===== src/rtl/imc_wb_pkg.sv =====
// ---------------------------------------------------------------------------
// imc_wb_pkg
// Shared definitions for the Wishbone classic burst initiator:
//   - wb_state_e      : initiator FSM state encoding (also exported on the
//                       debug state port of the top)
//   - ADDR_STRIDE_DEF : default byte increment between beats
//   - BEAT_W          : width of the beat-count field (beats minus one)
//   - TIMER_W         : width of the per-beat ack-wait counter
//   - next_addr()     : address step, wraps modulo 2^32
// ---------------------------------------------------------------------------
package imc_wb_pkg;

  typedef enum logic [1:0] {
    ST_IDLE  = 2'd0,
    ST_FETCH = 2'd1,
    ST_REQ   = 2'd2,
    ST_RESP  = 2'd3
  } wb_state_e;

  localparam int unsigned ADDR_STRIDE_DEF = 4;
  localparam int unsigned BEAT_W          = 8;
  localparam int unsigned TIMER_W         = 16;

  localparam logic [BEAT_W-1:0] BEAT_ONE = {{(BEAT_W-1){1'b0}}, 1'b1};
  localparam logic [3:0]        SEL_ALL  = 4'hF;

  // Plain 32-bit add: carry out is discarded, so the address wraps silently.
  function automatic logic [31:0] next_addr(input logic [31:0] adr,
                                            input logic [31:0] stride);
    return adr + stride;
  endfunction

endpackage


===== src/rtl/imc_wb_timer.sv =====
// ---------------------------------------------------------------------------
// imc_wb_timer
// Per-beat ack-wait counter. Counts clock cycles while i_run is high and
// restarts from zero whenever i_run drops, so every beat gets a fresh budget.
// o_expired is high in the LIMIT-th consecutive cycle of i_run, which lets the
// owner leave its wait state on that edge: the waited-on strobe is then high
// for exactly LIMIT cycles. With ENABLE=0 the output is constant 0 and the
// counter has no load.
//
// Ports:
//   i_clk      in  1  clock, rising edge
//   i_rst      in  1  asynchronous reset, active high
//   i_run      in  1  count enable (initiator is waiting for ack)
//   o_expired  out 1  budget exhausted this cycle
// ---------------------------------------------------------------------------
module imc_wb_timer
  import imc_wb_pkg::*;
#(
  parameter int unsigned LIMIT  = 255,
  parameter bit          ENABLE = 1'b1
) (
  input  logic i_clk,
  input  logic i_rst,
  input  logic i_run,
  output logic o_expired
);

  localparam logic [TIMER_W-1:0] LAST = TIMER_W'(LIMIT - 1);

  logic [TIMER_W-1:0] r_cnt;

  always_ff @(posedge i_clk or posedge i_rst) begin
    if (i_rst) begin
      r_cnt <= '0;
    end else if (i_run) begin
      r_cnt <= r_cnt + {{(TIMER_W-1){1'b0}}, 1'b1};
    end else begin
      r_cnt <= '0;
    end
  end

  assign o_expired = ENABLE && i_run && (r_cnt == LAST);

endmodule


===== src/rtl/imc_wb_initiator.sv =====
// ---------------------------------------------------------------------------
// imc_wb_initiator
// Turns a burst command (start address, beat count) into a sequence of
// single-beat Wishbone classic cycles. Writes pull one word per beat from the
// write-data stream; reads push one word per beat onto the read-data stream.
// cyc/stb drop for at least one cycle between beats (FETCH or RESP sits in
// between), so every beat is an independent classic cycle.
//
// Build option: define IMC_WB_TIMEOUT_EN to abandon a burst when a beat waits
// TIMEOUT_CYCLES cycles without ack (err_o then sets and stays set until the
// next command is accepted). Without it the initiator waits forever and
// err_o is constant 0.
//
// Handshakes: every stream (cmd, wr, rd) transfers on a rising edge where
// valid and ready are both high; valid never waits on ready, and a source
// holds its payload stable while valid is high and ready is low.
//
// Ports:
//   wb_clk_i, wb_rst_i               clock, async active-high reset
//   cmd_valid_i/cmd_ready_o          command handshake
//   cmd_we_i, cmd_adr_i, cmd_len_i   direction, start byte address, beats-1
//   wr_valid_i/wr_ready_o/wr_data_i  write-data stream (into initiator)
//   rd_valid_o/rd_ready_i/rd_data_o  read-data stream (out of initiator)
//   wbm_*                            Wishbone classic master port
//   busy_o                           burst in progress (state != IDLE)
//   err_o                            sticky timeout error
//   dbg_state_o                      current FSM state (wb_state_e encoding)
// ---------------------------------------------------------------------------
module imc_wb_initiator
  import imc_wb_pkg::*;
#(
  parameter int unsigned TIMEOUT_CYCLES = 255,
  parameter int unsigned ADDR_STRIDE    = ADDR_STRIDE_DEF
) (
  input  logic              wb_clk_i,
  input  logic              wb_rst_i,
  input  logic              cmd_valid_i,
  output logic              cmd_ready_o,
  input  logic              cmd_we_i,
  input  logic [31:0]       cmd_adr_i,
  input  logic [BEAT_W-1:0] cmd_len_i,
  input  logic              wr_valid_i,
  output logic              wr_ready_o,
  input  logic [31:0]       wr_data_i,
  output logic              rd_valid_o,
  input  logic              rd_ready_i,
  output logic [31:0]       rd_data_o,
  output logic              wbm_cyc_o,
  output logic              wbm_stb_o,
  output logic              wbm_we_o,
  output logic [31:0]       wbm_adr_o,
  output logic [31:0]       wbm_dat_o,
  output logic [3:0]        wbm_sel_o,
  input  logic [31:0]       wbm_dat_i,
  input  logic              wbm_ack_i,
  output logic              busy_o,
  output logic              err_o,
  output logic [1:0]        dbg_state_o
);

`ifdef IMC_WB_TIMEOUT_EN
  localparam bit TIMEOUT_EN = 1'b1;
`else
  localparam bit TIMEOUT_EN = 1'b0;
`endif

  wb_state_e         r_state;
  wb_state_e         w_state_nxt;
  logic              r_we;
  logic [31:0]       r_adr;
  logic [31:0]       r_wdata;
  logic [31:0]       r_rdata;
  logic [BEAT_W-1:0] r_left;     // beats remaining after the current one

  logic w_in_req;
  logic w_cmd_fire;
  logic w_wr_fire;
  logic w_ack;
  logic w_rd_fire;
  logic w_last;
  logic w_timeout;
  logic [31:0] w_adr_next;

  assign w_in_req   = (r_state == ST_REQ);
  assign w_cmd_fire = (r_state == ST_IDLE)  && cmd_valid_i;
  assign w_wr_fire  = (r_state == ST_FETCH) && wr_valid_i;
  // Ack only counts while the strobe is out; stray acks elsewhere are ignored.
  assign w_ack      = w_in_req && wbm_ack_i;
  assign w_rd_fire  = (r_state == ST_RESP)  && rd_ready_i;
  assign w_last     = (r_left == '0);
  assign w_adr_next = next_addr(r_adr, 32'(ADDR_STRIDE));

  imc_wb_timer #(
    .LIMIT  (TIMEOUT_CYCLES),
    .ENABLE (TIMEOUT_EN)
  ) u_timer (
    .i_clk     (wb_clk_i),
    .i_rst     (wb_rst_i),
    .i_run     (w_in_req),
    .o_expired (w_timeout)
  );

  // Next-state logic. Ack wins over an expiring timer in the same cycle.
  always_comb begin
    w_state_nxt = r_state;
    case (r_state)
      ST_IDLE: begin
        if (cmd_valid_i) begin
          w_state_nxt = cmd_we_i ? ST_FETCH : ST_REQ;
        end
      end
      ST_FETCH: begin
        if (wr_valid_i) begin
          w_state_nxt = ST_REQ;
        end
      end
      ST_REQ: begin
        if (wbm_ack_i) begin
          if (!r_we) begin
            w_state_nxt = ST_RESP;
          end else if (w_last) begin
            w_state_nxt = ST_IDLE;
          end else begin
            w_state_nxt = ST_FETCH;
          end
        end else if (w_timeout) begin
          w_state_nxt = ST_IDLE;
        end
      end
      ST_RESP: begin
        if (rd_ready_i) begin
          w_state_nxt = w_last ? ST_IDLE : ST_REQ;
        end
      end
      default: w_state_nxt = ST_IDLE;
    endcase
  end

  always_ff @(posedge wb_clk_i or posedge wb_rst_i) begin
    if (wb_rst_i) begin
      r_state <= ST_IDLE;
      r_we    <= 1'b0;
      r_adr   <= '0;
      r_wdata <= '0;
      r_rdata <= '0;
      r_left  <= '0;
    end else begin
      r_state <= w_state_nxt;
      if (w_cmd_fire) begin
        r_we   <= cmd_we_i;
        r_adr  <= cmd_adr_i;
        r_left <= cmd_len_i;
      end
      if (w_wr_fire) begin
        r_wdata <= wr_data_i;
      end
      // A write beat advances on ack; a read beat advances once its data
      // has been handed off, so the address stays valid for the whole beat.
      if (w_ack) begin
        if (!r_we) begin
          r_rdata <= wbm_dat_i;
        end else if (!w_last) begin
          r_adr  <= w_adr_next;
          r_left <= r_left - BEAT_ONE;
        end
      end
      if (w_rd_fire && !w_last) begin
        r_adr  <= w_adr_next;
        r_left <= r_left - BEAT_ONE;
      end
    end
  end

`ifdef IMC_WB_TIMEOUT_EN
  logic r_err;

  always_ff @(posedge wb_clk_i or posedge wb_rst_i) begin
    if (wb_rst_i) begin
      r_err <= 1'b0;
    end else if (w_cmd_fire) begin
      r_err <= 1'b0;
    end else if (w_in_req && !wbm_ack_i && w_timeout) begin
      r_err <= 1'b1;
    end
  end

  assign err_o = r_err;
`else
  assign err_o = 1'b0;
`endif

  // cmd_ready is gated by reset so every output reads 0 while reset is held.
  assign cmd_ready_o = (r_state == ST_IDLE) && !wb_rst_i;
  assign wr_ready_o  = (r_state == ST_FETCH);
  assign rd_valid_o  = (r_state == ST_RESP);
  assign rd_data_o   = r_rdata;
  assign wbm_cyc_o   = w_in_req;
  assign wbm_stb_o   = w_in_req;
  assign wbm_we_o    = w_in_req && r_we;
  assign wbm_adr_o   = r_adr;
  assign wbm_dat_o   = r_wdata;
  assign wbm_sel_o   = w_in_req ? SEL_ALL : 4'h0;
  assign busy_o      = (r_state != ST_IDLE);
  assign dbg_state_o = r_state;

endmodule


===== config.mk =====
export PLATFORM = sky130hd
export DESIGN_NAME = imc_wb_initiator
export DESIGN_NICKNAME = d
export VERILOG_FILES = /design/src/rtl/imc_wb_pkg.sv /design/src/rtl/imc_wb_timer.sv /design/src/rtl/imc_wb_initiator.sv
export SDC_FILE = /design/constraint.sdc
export NUM_CORES = 1
export LEC_CHECK = 0
export ABC_AREA = 1
export BUFFER_PORTS_ARGS = -buffer_cell sky130_fd_sc_hd__buf_4
export CORE_MARGIN = 2
export CORE_UTILIZATION = 45
export CTS_CLUSTER_DIAMETER = 120
export DETAILED_ROUTE_END_ITERATION = 6
export PLACE_DENSITY = 0.8
export SYNTH_ARGS = -nofsm -noshare
export SYNTH_HDL_FRONTEND = slang
export SYNTH_SLANG_ARGS = --single-unit

===== constraint.sdc =====
create_clock -name wb_clk_i -period 3.9 [get_ports wb_clk_i]
set_clock_uncertainty 0.1 [all_clocks]
set_input_delay 0.39 -clock wb_clk_i [delete_from_list [all_inputs] [get_ports wb_clk_i]]
set_output_delay 0.39 -clock wb_clk_i [all_outputs]
set_load 0.01 [all_outputs]

# [After elaboration in Yosys (flattened, before gate mapping)]
# Index checks and enable logic that the tools add are counted.
[totals] mem_bits_rw=0 ff_bits=107 out_inout_bits=110 rom_bits=0 latchBits=0 memories=0
[classes] bitwise=1 mul=0 n_reduce_logical=14 n_mux=20 div_mod_pow=0 addsub=2 eq_ne=7 n_lt_le_gt_ge=0 shift=0
[ops] op="2-to-1 mux 32 bit" count=5
[ops] op="2-to-1 mux 8 bit" count=5
[ops] op="adder 32 x 3 -> 32 bit (second input constant)" count=1
[ops] op="2-to-1 mux 2 bit" count=7
[ops] op="zero test 8 bit" count=1
[ops] op="case mux 2 bit (4 select lines)" count=1
[ops] op="subtractor 8 x 1 -> 8 bit (second input constant)" count=1
[ops] op="logical AND 1 bit" count=7
[ops] op="inequality test 2 bit (second input constant)" count=3
[ops] op="equality test 2 bit (second input constant)" count=2
[ops] op="2-to-1 mux 4 bit" count=1
[ops] op="AND reduction 4 bit" count=1
[ops] op="equality test 2 x 1 -> 1 bit (second input constant)" count=1
[ops] op="zero test 1 bit" count=2
[ops] op="zero test 2 bit" count=1
[ops] op="inequality test 2 x 1 -> 1 bit (second input constant)" count=1
[ops] op="AND reduction 2 bit" count=1
[ops] op="nonzero test 2 bit" count=1
[ops] op="2-to-1 mux 1 bit" count=1
[ops] op="inverter 1 bit" count=1

# [Longest topological paths before layout]
# Gate-level depths: netlist of the first run.
[logic_depth] ltp_word=7 ltp_mapped=11 mapped_depth_nobuf=10

# [Cells and area by module]
# From an unflattened synthesis of the first run, not the netlist that was laid out.
[hier_totals] hier_cells=625 hier_area_um2=5544.1
[by_module_without_submodules] mod="imc_wb_initiator" cells_each=623 seq_area_each_um2=2677.6 area_per_inst_um2=5532.8 instances=1
[by_module_without_submodules] mod="imc_wb_timer" cells_each=2 seq_area_each_um2=0.0 area_per_inst_um2=11.3 instances=1

# [Worst setup path before layout of the first run]
# No wires, ideal clock.
[synth_path] path_type="register -> register" from="register r_left[0]" to="register r_left[4]" stages_incl_launch_ff=11 required_ns=3.671 setup_time_ns=0.129 setup_slack_ns=2.237 period_less_slack_ns=1.663 arrival_ns=1.434 cell_sequence="dfrtp_1 -> inv_1 -> ha_1 -> nand2_1 -> nor2_1 -> nand2_1 -> nand2_2 -> inv_2 -> buf_6 -> o21ai_0 -> o21ai_0"
[synth_between] elab_chain_cells=5
[synth_lines] item="start: declaration" line_no="imc_wb_initiator.sv:73" rtl="logic [BEAT_W-1:0] r_left;"
[synth_lines] item="start signal: assignment" line_no="imc_wb_initiator.sv:152" rtl="r_left <= cmd_len_i;"
[synth_lines] item="start signal: assignment" line_no="imc_wb_initiator.sv:164" rtl="r_left <= r_left - BEAT_ONE;"
[synth_lines] item="start signal: assignment" line_no="imc_wb_initiator.sv:169" rtl="r_left <= r_left - BEAT_ONE;"
[synth_lines] item="subtractor 8 x 1 -> 8 bit / zero test 8 bit (equally long branches)" line_no="imc_wb_initiator.sv:164, imc_wb_initiator.sv:169, imc_wb_initiator.sv:90"
[synth_lines] item="2-to-1 mux 8 bit" line_no="imc_wb_initiator.sv:162" rtl="end else if (!w_last) begin"
[synth_lines] item="2-to-1 mux 8 bit" line_no="imc_wb_initiator.sv:160" rtl="if (!r_we) begin"
[synth_lines] item="2-to-1 mux 8 bit" line_no="imc_wb_initiator.sv:159" rtl="if (w_ack) begin"
[synth_lines] item="2-to-1 mux 8 bit (*)" line_no="imc_wb_initiator.sv:167" rtl="if (w_rd_fire && !w_last) begin"
# Mark *: on every way between the ends. The rest lies on a longest branch, timed or not.
# A chain may end at the register's enable or synchronous reset.

# [Worst setup path after layout of the first run]
# Ends and elaborated chain as after synthesis.

==> reports/qor.yml, run 1 <==
clk_root_buffer_cell: "clkbuf_16"
hold_path.class: "in2async"
grt_max_degree: 60
fin_crit_sh_pct: 58.5
critical_path_class: "reg2reg"
start_kind: "flip-flop"
cts.repair.resized: 0
synthToLayoutAreaGrowth_pct: 35.4
critical_path_required_ns: 4.01
synth_cells: 611
synth-seq-area-share_pct: 48.3
ant_nets: 0
antenna_found_initial: 0
multiInputGateArea_um2: 2510
layout_common_cells: "buf_4 (223), nand2_1 (186), dfrtp_1 (107)"
gp_congestion: 0.934
reg2reg_to: "r_left[4]$_DFF_PP0_"
clk_pin_slew_ns: 0.07
port_buffers: 219
ir_drop_v: 0.000455
tns_ns: 0
cts_buffers: 9
routed-via-count: 4887
cp-startpoint: "r_left[0]$_DFF_PP0_"
cp_max_fo: 31
cts_hold_buf: 0
core_um2: 12000
ios: 221
worst_slew_pin_slew_ns: 1.02
yosys_register_bits: 107
p_per_area_nw_per_um2: 808
cp.arrival_ns: 2.39
wl_per_cell_um: 15.3
reg2reg_setup_slack_ns: 1.62
cellLeakagePower_nw: 3.78
cap_viol_max_count: 0
synth.cell_area_um2: 5550
drt_iter0_markers: 249
relSlewSlack_pct: 31.5
grtUsageTotal_pct: 22.4
r2r_cells: 9
htree_num_levels: 3
viasPerCell: 5.03
synth_area_leaders: "dfrtp_1 (48%), mux2_2 (16%), nand2_1 (13%), nor2_1 (4.3%), inv_1 (2.8%)"
fin_crit_ns: 2.28
syn_avg_cell_area_um2: 9.08
dp_hpwl_um: 11400
setup_viol: 0
synth_top_area_share_pct: 48.3
cts_setup_buffers: 0
wl_um: 14900
holdWs_ns: 0.0885
r2r_start: "r_left[0]$_DFF_PP0_"
clkLatencyLatePin_ns: 0.34
grt.overflow.total: 0
nets: 932
fmax_ghz: 0.438
seq_area_um2: 2680
place_area_um2: 7210
synth_top_cell_by_area: "dfrtp_1"
mostFrequentLayoutCell: "buf_4"
die_x_um: 115
grt_pass1_vias: 4656
drt_first_pass_iters: 5
rsz0062_at_grt: "false"
ys_warn_count: 0
ys_types: 28
cts_tree: "done"
outcome: "finished, final reports clean"
fillers: 1041
cts_sinks: 107
drv_slew: 0
antenna_cells: 0
drc: 0
synth_nets: 724
grt_pass1_wl_um: 23100
final_area_um2: 7510
drive_gt1_share_pct: 39.6
clk_path_buf_depth: 2
die_y_um: 115
hold_viol_final: 0
worst_setup_path_end_kind: "flip-flop"
start_util_pct: 46.2
rows: 40
die_area_um2: 13200
state kept, by name (all words and copies together) (netlist names):
register     flops
wbm_adr_o       32
r_we             1
dbg_state_o      2
r_left           8
rd_data_o       32
wbm_dat_o       32
logic make-up after synthesis:
family | share of synthesized area (%)
flops | 48.3
simple gates | 20.7
mux | 16.2
buf+inv | 6.47
compound gates | 5.01
fa+ha+maj | 0.451
other cells | 0.0676
xor+xnor | 2.84
how the worst max path moves through the flow:
| stage | cells past startpoint | to | slack, ns |
|---|---|---|---|
| 4_1_cts | 9 | r_left[4]$_DFF_PP0_ | 1.62 |
| 3_3_place_gp | 9 | r_left[4]$_DFF_PP0_ | 1.72 |
| 3_5_place_dp | 9 | wbm_adr_o[19]$_DFF_PP0_ | 1.63 |
| 2_1_floorplan | 1 | dbg_state_o[0]$_DFFE_PP0P_ | 0.59 |
| 5_1_grt | 9 | r_left[4]$_DFF_PP0_ | 1.33 |
| 6_report | 9 | r_left[4]$_DFF_PP0_ | 1.62 |
cell type report:
cell class / count / area share [%]
clock buffer: 9 / 3.00
tap: 147 / 2.45
timing repair buffer: 223 / 22.3
multi-input combinational: 435 / 33.4
clock inverter: 7 / 1.03
inverter: 43 / 2.18
sequential: 107 / 35.6
worst max-delay path: stages (launching register included):
cell     delay (ns)
dfrtp_1        0.36
inv_1          0.12
ha_1           0.21
nand2_1        0.08
nor2_1         0.23
nand2_1        0.12
nand2_2        0.35
inv_2          0.33
o21ai_0        0.15
o21ai_0        0.09
where the power goes:
part,switching (mW),total [mW],internal [mW],leakage (nW)
logic,1.45,2.98,1.53,2.36
clock network,0.423,0.925,0.503,0.146
registers,0.494,2.17,1.68,1.28
total,2.37,6.07,3.70,3.78
cells in the mapped netlist:
cell and number:
buf_6 7, xor2_1 12, o22ai_1 1, buf_4 10, nand3b_1 5, o21ai_0 31
nor2_4 1, inv_1 42, nand2_2 5, nor2_1 64, nand4_1 2, clkbuf_2 1
nor3_1 2, buf_2 7, inv_2 1, clkbuf_1 1, xnor2_1 6, mux2_2 78
nor2_2 1, ha_1 2, mux2_1 2, conb_1 1, nand2_1 186, a21o_1 1
nand3_1 20, dfrtp_1 107, a31oi_1 3, o211ai_1 12
metal layers:
metal | global-route usage, % | vias up | routed length, µm | part of all wire [%]
met2 | 38.1 | 192 | 7400 | 50
li1 | - | 2381 | - | -
met5 | 0 | - | 0 | 0
met3 | 6.64 | 21 | 1260 | 8.4
met4 | 6.83 | 0 | 246 | 1.7
met1 | 27.8 | 2293 | 5960 | 40
through the flow:
stage / power [mW] / std cells / worst slack (ns) / utilization [%]
CTS: 6.11 / 971 / 1.62 / 62.6
global placement: 5.10 / 955 / 1.72 / 60.0
detailed placement: 5.18 / 955 / 1.63 / 60.0
floorplan: 3.88 / 611 / 0.593 / -
finish: 6.07 / 971 / 1.62 / 62.6
global route: 6.53 / 971 / 1.33 / 62.6
Note: power is estimated with default switching activity, not from simulation.
==> run 2, diff against run 1 <==
Settings changed: ABC_AREA 1 to 0, CORE_UTILIZATION 45 to 43, PLACE_DENSITY 0.8 to 0.81.
Clock period 3.9 ns to 1.8 ns, I/O delays scaled along.
==> run 2 against run 1 <==
Effect of this change:
- the flow now finishes with violations (setup timing)
- sequential share of layout area down 6.0 points
- flip-flop and latch count unchanged
- critical path depth down 1
- clock power up 110%
- total power up 150%
- clock-buffer cell count up 2
- largest power group unchanged
- fmax down 2.0%
- synthesized cell count down 26%
- utilization up 16 points
==> reports/qor.yml, run 2 <==
synth_most_common_cell: "dfrtp_1"  # was nand2_1
fin_crit_ns: 2.33  # was 2.28 ns
fin_crit_sh_pct: 129  # was 58.5%
drt_iter0_markers: 363  # was 249
fillers: 668  # was 1041
cts_buffers: 9  # unchanged
die_y_um: 113  # was 115 µm
drt_first_pass_iters: 6  # was 5
synthTopCellsByCount: "dfrtp_1 (107), mux2_2 (64), nor2_1 (34)"  # was nand2_1 (186), dfrtp_1 (107), mux2_2 (78)
port_buffers: 219  # unchanged
top_usage_layer: "met2"  # unchanged
start_kind: "flip-flop"  # unchanged
die_area_um2: 12700  # was 13200 µm²
clk_path_buf_depth: 2  # unchanged
gp_congestion: 0.987  # was 0.934
grt.overflow.total: 0  # unchanged
fmax_ghz: 0.430  # was 0.438 GHz
synth-seq-area-share_pct: 52.8  # was 48.3%
final_util_pct: 78.9  # was 62.6%
p_per_area_nw_per_um2: 1650  # was 808 nW/µm²
antenna_cells: 0  # unchanged
hold_path.class: "in2reg"  # was in2async
wl_um: 19000  # was 14900 µm
routed-via-count: 5407  # was 4887
rows: 39  # was 40
r2r_start: "r_left[1]$_DFF_PP0_"  # was r_left[0]$_DFF_PP0_
hold_depth: 3
met1_usage_pct: 34.5  # was 27.8%
worst-path-buf-inv: 2  # unchanged
synth.cell_area_um2: 5070  # was 5550 µm²
relSlewSlack_pct: 61.2  # was 31.5%
drv_slew: 0  # unchanged
holdWs_ns: 0.00999  # was 0.0885 ns
htree_num_levels: 3  # unchanged
placedCellCount: 875  # was 955
ios: 221  # unchanged
drive_gt1_share_pct: 55.9  # was 39.6%
r2r_cells: 8  # was 9
grt_pass1_vias: 5646  # was 4656
synth_nets: 567  # was 724
layout_common_cells: "buf_4 (304), dfrtp_1 (107), dlygate4sd3_1 (74)"  # was buf_4 (223), nand2_1 (186), dfrtp_1 (107)
worst_setup_path_end_kind: "flip-flop"  # unchanged
crit_chain: "inv_2 > ha_4 > or3b_4 > or4_4 > buf_4 > a21oi_4 > a21oi_1 > o21a_1"  # was inv_1 > ha_1 > nand2_1 > nor2_1 > nand2_1 > nand2_2 > inv_2 > o21ai_0 > o21ai_0
use_met3_pct: 5.29  # was 6.64%
hold_viol_final: 0  # unchanged
slowest_stage: "or4_4"  # was dfrtp_1
syn_avg_cell_area_um2: 11.2  # was 9.08 µm²
drc: 0  # unchanged
wl_per_cell_um: 19.4  # was 15.3 µm
ir_drop_v: 0.000981  # was 0.000455 V
yosys_register_bits: 107  # unchanged
core_um2: 11500  # was 12000 µm²
cp_max_fo: 4  # was 31
synth_area_leaders: "dfrtp_1 (53%), mux2_2 (14%), nor2_1 (2.5%), nand2_1 (2.4%), a21oi_1 (2.0%)"  # was dfrtp_1 (48%), mux2_2 (16%), nand2_1 (13%), nor2_1 (4.3%), inv_1 (2.8%)
hp-start: "cmd_adr_i[6]"
violations: "setup timing"
grt_pass1_wl_um: 28900  # was 23100 µm
cellLeakagePower_nw: 4.18  # was 3.78 nW
async_flop_share_pct: 100  # unchanged
reg2reg_setup_slack_ns: -0.53  # was 1.62 ns
grtUsageTotal_pct: 28.9  # was 22.4%
clk_pin_slew_ns: 0.07  # about the same
outcome: "finished, violations left"  # was finished, final reports clean
cpPeakStageDelay_ns: 0.48  # was 0.36 ns
worst_slack_ns: -0.528  # was 1.62 ns
die_x_um: 113  # was 115 µm
ys_warn_count: 0  # unchanged
fin_cells: 982  # was 971
clk_root_buffer_cell: "clkbuf_16"  # unchanged
critical_path_required_ns: 1.94  # was 4.01 ns
setup_viol: 39  # was 0
mostFrequentLayoutCell: "buf_4"  # unchanged
cap_viol_max_count: 0  # unchanged
tns_ns: -16.72  # was 0 ns
cts_tree: "done"  # unchanged
reg2reg_to: "wbm_adr_o[28]$_DFF_PP0_"  # was r_left[4]$_DFF_PP0_
ant_nets: 0  # unchanged
cpLargestDelayFamily: "simple AND/OR/NAND/NOR gates"  # unchanged
synth_cells: 454  # was 611
cp.arrival_ns: 2.47  # was 2.39 ns
place_ws_ns: -0.547  # was 1.63 ns
ys_types: 54  # was 28
synth_top_area_share_pct: 52.8  # was 48.3%
synth_top_cell_by_area: "dfrtp_1"  # unchanged
viasPerCell: 5.51  # was 5.03
synthToLayoutAreaGrowth_pct: 78.5  # was 35.4%
worst_slew_pin_slew_ns: 0.582  # was 1.02 ns
dp_hpwl_um: 11800  # was 11400 µm
grt_max_degree: 108  # was 60
cts_sinks: 107  # unchanged
start_util_pct: 44.2  # was 46.2%
nets: 947  # was 932
critical_path_class: "reg2reg"  # unchanged
holdPathEnd: "wbm_adr_o[6]$_DFF_PP0_"
grt_use_met2_pct: 49.1  # was 38.1%
synthFlopType: "dfrtp_1"  # unchanged
clkLatencyLatePin_ns: 0.35  # was 0.34 ns
antenna_found_initial: 0  # unchanged
rsz0062_at_grt: "true"  # was false
synth-edff-count: 0  # unchanged
[run 2: changes by cell type in the layout (fill, tap and decap cells not counted), moves of 12 or more]
cell           delta
buf_4            +81
dlygate4sd3_1    +74
inv_1            -27
mux2_2           -14
nand2_1         -154
nor2_1           -36
o21ai_0          -22
xor2_1           -12
[run 2: area by class of cell]
type                    instances  area [µm²]  area share, %
repair buffers                394        3280           36.3
flip-flops and latches        107        2680           29.6
multi-input cells             306        2560           28.4
clock buffers                  11         243           2.68
well taps                     143         179           1.98
inverters                      16        63.8          0.705
clock inverters                 5        37.5          0.415
[run 2: per-layer routing]
layer	vias to the layer above	wire (µm)	part of all wire (%)
met2	263	9860	52
met5	-	0	0
li1	2422	-	-
met1	2655	7130	37
met3	67	1180	6.2
met4	0	862	4.5
[run 2: how the worst max path moves through the flow]
stage                             start                       to  slack (ns)  depth (start not counted)
CTS                 r_left[1]$_DFF_PP0_  wbm_adr_o[29]$_DFF_PP0_       -0.48                          8
finish              r_left[1]$_DFF_PP0_  wbm_adr_o[28]$_DFF_PP0_       -0.53                          8
floorplan           r_left[0]$_DFF_PP0_      r_left[3]$_DFF_PP0_       -0.42                          7
detailed placement  r_left[1]$_DFF_PP0_  wbm_adr_o[19]$_DFF_PP0_       -0.55                          7
global route        r_left[1]$_DFF_PP0_  wbm_adr_o[29]$_DFF_PP0_       -0.59                          8
global placement    r_left[1]$_DFF_PP0_  wbm_adr_o[19]$_DFF_PP0_       -0.47                          7
[run 2: timing repair]
item,in CTS,in global routing
resized for setup,43,25
pin swaps,17,15
setup buffers,8,1
endpoints found under the hold margin,180,0
hold buffers,74,0
setup endpoints to repair,41,105
cloned,4,4
[run 2: logic make-up after synthesis]
| family | share of synthesized area [%] |
|---|---|
| other cells | 0.0740 |
| fa+ha+maj | 0.494 |
| compound gates | 13.1 |
| mux | 14.6 |
| flops | 52.8 |
| simple gates | 14.6 |
| buf+inv | 4.27 |
[run 2: power breakdown]
part           leakage [nW]  total (mW)  internal [mW]  switching, mW
clock                 0.132        1.92          0.984          0.933
combinational          2.81        8.56           4.54           4.02
sequential             1.24        4.42           3.60          0.818
total                  4.18        14.9           9.12           5.77
[run 2: worst reg2reg max path: cells and delay by family (launching register included)]
kind            cells  cell delay (ns)
compound gates      3             0.47
simple gates        2             0.86
buf+inv             2             0.26
flops               1             0.40
fa+ha+maj           1             0.13
[run 2: per-stage QoR]
| stage | area, µm² | power [mW] |
|---|---|---|
| floorplan | 5160 | 7.92 |
| global placement | 7510 | 11.5 |
| detailed placement | 7510 | 11.8 |
| CTS | 8830 | 14.3 |
| global route | 9040 | 15.7 |
| finish | 9040 | 14.9 |
==> run 3, diff against run 2 <==
Settings changed: SKIP_CTS_REPAIR_TIMING set to 1.
==> run 3 against run 2 <==
Effect of this change:
- the run ends with hold timing, setup timing left
- hold slack lost 0.016 ns
- non-clock buffer count is 7 lower
- clock power hardly changed
- wire length is 0.49% lower
- die area did not move
- fmax decreased by 4.0%
- sequential share of layout area up 0.50 points
- critical endpoint is now wbm_adr_o[13]$_DFF_PP0_
- largest power group unchanged
==> reports/qor.yml, run 3 (synthesis gave the netlist of run 2 again) <==
grt.overflow.total: 0  # unchanged
cellLeakagePower_nw: 4.13  # was 4.18 nW
routed-via-count: 5426  # was 5407
crit_chain: "inv_2 > ha_4 > or3b_4 > or4_4 > buf_4 > a21oi_4 > buf_4 > a21o_1 > a21oi_1"  # was inv_2 > ha_4 > or3b_4 > or4_4 > buf_4 > a21oi_4 > a21oi_1 > o21a_1
cts_tree: "done"  # unchanged
gp_congestion: 0.987  # unchanged
worst_slew_pin_slew_ns: 0.568  # was 0.582 ns
clkLatencyLatePin_ns: 0.35  # about the same
fmax_ghz: 0.412  # was 0.430 GHz
start_util_pct: 44.2  # unchanged
reg2reg_to: "wbm_adr_o[13]$_DFF_PP0_"  # was wbm_adr_o[28]$_DFF_PP0_
die_area_um2: 12700  # unchanged
fin_crit_ns: 2.43  # was 2.33 ns
mostFrequentLayoutCell: "buf_4"  # unchanged
rows: 39  # unchanged
cap_viol_max_count: 0  # unchanged
r2r_cells: 9  # was 8
ios: 221  # unchanged
nets: 940  # was 947
reg2reg_setup_slack_ns: -0.63  # was -0.53 ns
hp-start: "cmd_adr_i[3]"  # was cmd_adr_i[6]
viasPerCell: 5.57  # was 5.51
clk_pin_slew_ns: 0.07  # about the same
cp_common_cell: "buf_4"
hold_depth: 3  # unchanged
grt_pass1_vias: 5044  # was 5646
holdPathEnd: "wbm_adr_o[3]$_DFF_PP0_"  # was wbm_adr_o[6]$_DFF_PP0_
wl_per_cell_um: 19.4  # about the same
layout_common_cells: "buf_4 (297), dfrtp_1 (107), dlygate4sd3_1 (71)"  # was buf_4 (304), dfrtp_1 (107), dlygate4sd3_1 (74)
cpPeakStageDelay_ns: 0.55  # was 0.48 ns
fin_cells: 975  # was 982
fillers: 699  # was 668
placedCellCount: 875  # unchanged
hold_viol_final: 1  # was 0
drt_first_pass_iters: 5  # was 6
cts_buffers: 9  # unchanged
ir_drop_v: 0.000985  # was 0.000981 V
clk_root_buffer_cell: "clkbuf_16"  # unchanged
p_per_area_nw_per_um2: 1650  # about the same
clk_path_buf_depth: 2  # unchanged
holdWs_ns: -0.00614  # was 0.00999 ns
worst_setup_path_end_kind: "flip-flop"  # unchanged
final_util_pct: 77.6  # was 78.9%
rsz0062_at_grt: "true"  # unchanged
drt_iter0_markers: 420  # was 363
critical_path_required_ns: 1.94  # about the same
slowest_stage: "or4_4"  # unchanged
drive_gt1_share_pct: 54.8  # was 55.9%
die_x_um: 113  # unchanged
grtUsageTotal_pct: 24.5  # was 28.9%
cts_sinks: 107  # unchanged
seq_area_um2: 2680  # unchanged
dp_hpwl_um: 11800  # unchanged
relSlewSlack_pct: 62.1  # was 61.2%
die_y_um: 113  # unchanged
multiInputGateArea_um2: 2460  # was 2560 µm²
start_kind: "flip-flop"  # unchanged
antenna_found_initial: 0  # unchanged
cp.arrival_ns: 2.56  # was 2.47 ns
total_power_mw: 14.7  # was 14.9 mW
setup_viol: 40  # was 39
cpLargestDelayFamily: "simple AND/OR/NAND/NOR gates"  # unchanged
worst-path-buf-inv: 3  # was 2
grt_max_degree: 108  # unchanged
r2r_start: "r_left[1]$_DFF_PP0_"  # unchanged
outcome: "finished, violations left"  # unchanged
critical_path_class: "reg2reg"  # unchanged
synthToLayoutAreaGrowth_pct: 75.5  # was 78.5%
htree_num_levels: 3  # unchanged
grt_pass1_wl_um: 24800  # was 28900 µm
fin_crit_sh_pct: 135  # was 129%
ant_nets: 0  # unchanged
worst_slack_ns: -0.625  # was -0.528 ns
hold_path.class: "in2reg"  # unchanged
drc: 0  # unchanged
cp_max_fo: 4  # unchanged
antenna_cells: 0  # unchanged
wl_um: 18900  # was 19000 µm
violations: "hold timing, setup timing"  # was setup timing
core_um2: 11500  # unchanged
drv_slew: 0  # unchanged
port_buffers: 219  # unchanged
==> run 3: layer usage <==
metal | wire length [µm] | up-vias | global-route usage (%)
li1 | - | 2410 | -
met1 | 7140 | 2682 | 29.9
met2 | 9800 | 267 | 41.6
met3 | 1210 | 67 | 4.37
met4 | 791 | 0 | 12.7
met5 | 0 | - | 0
==> run 3: cell type report <==
| class | instances | area share (%) |
|---|---|---|
| repair buffers | 387 | 36.3 |
| flip-flops and latches | 107 | 30.1 |
| multi-input cells | 306 | 27.7 |
| clock buffers | 11 | 2.73 |
| well taps | 143 | 2.01 |
| inverters | 16 | 0.717 |
| clock inverters | 5 | 0.422 |
==> run 3: per-stage QoR <==
step / worst slack (ns) / hold WS [ns] / cell area (µm²) / TNS, ns
after floorplan: -0.424 / 0.185 / 5160 / -12.10
after global placement: -0.472 / 0.273 / 7510 / -14.59
after detailed placement: -0.547 / 0.283 / 7510 / -16.38
after CTS: -0.557 / -0.0857 / 7790 / -17.19
after global routing: -0.669 / 0.00621 / 8890 / -22.27
final: -0.625 / -0.00614 / 8890 / -19.45
==> run 3: worst max path at each step <==
stage / startpoint / to / slack, ns / cells past startpoint
floorplan: r_left[0]$_DFF_PP0_ / r_left[3]$_DFF_PP0_ / -0.42 / 7
global placement: r_left[1]$_DFF_PP0_ / wbm_adr_o[19]$_DFF_PP0_ / -0.47 / 7
detailed placement: r_left[1]$_DFF_PP0_ / wbm_adr_o[19]$_DFF_PP0_ / -0.55 / 7
CTS: r_left[1]$_DFF_PP0_ / r_left[3]$_DFF_PP0_ / -0.56 / 7
global route: r_left[1]$_DFF_PP0_ / wbm_adr_o[29]$_DFF_PP0_ / -0.67 / 8
finish: r_left[1]$_DFF_PP0_ / wbm_adr_o[13]$_DFF_PP0_ / -0.63 / 9
==> run 3: worst min-delay path: stages <==
cell,delay (ns)
buf_4,0.11
nand2_1,0.05
a31oi_1,0.07
==> run 3: power by group <==
group	total (mW)	leakage [nW]	switching [mW]	internal, mW
Combinational	8.30	2.76	3.89	4.42
Sequential	4.42	1.24	0.821	3.60
Clock	1.92	0.132	0.939	0.984
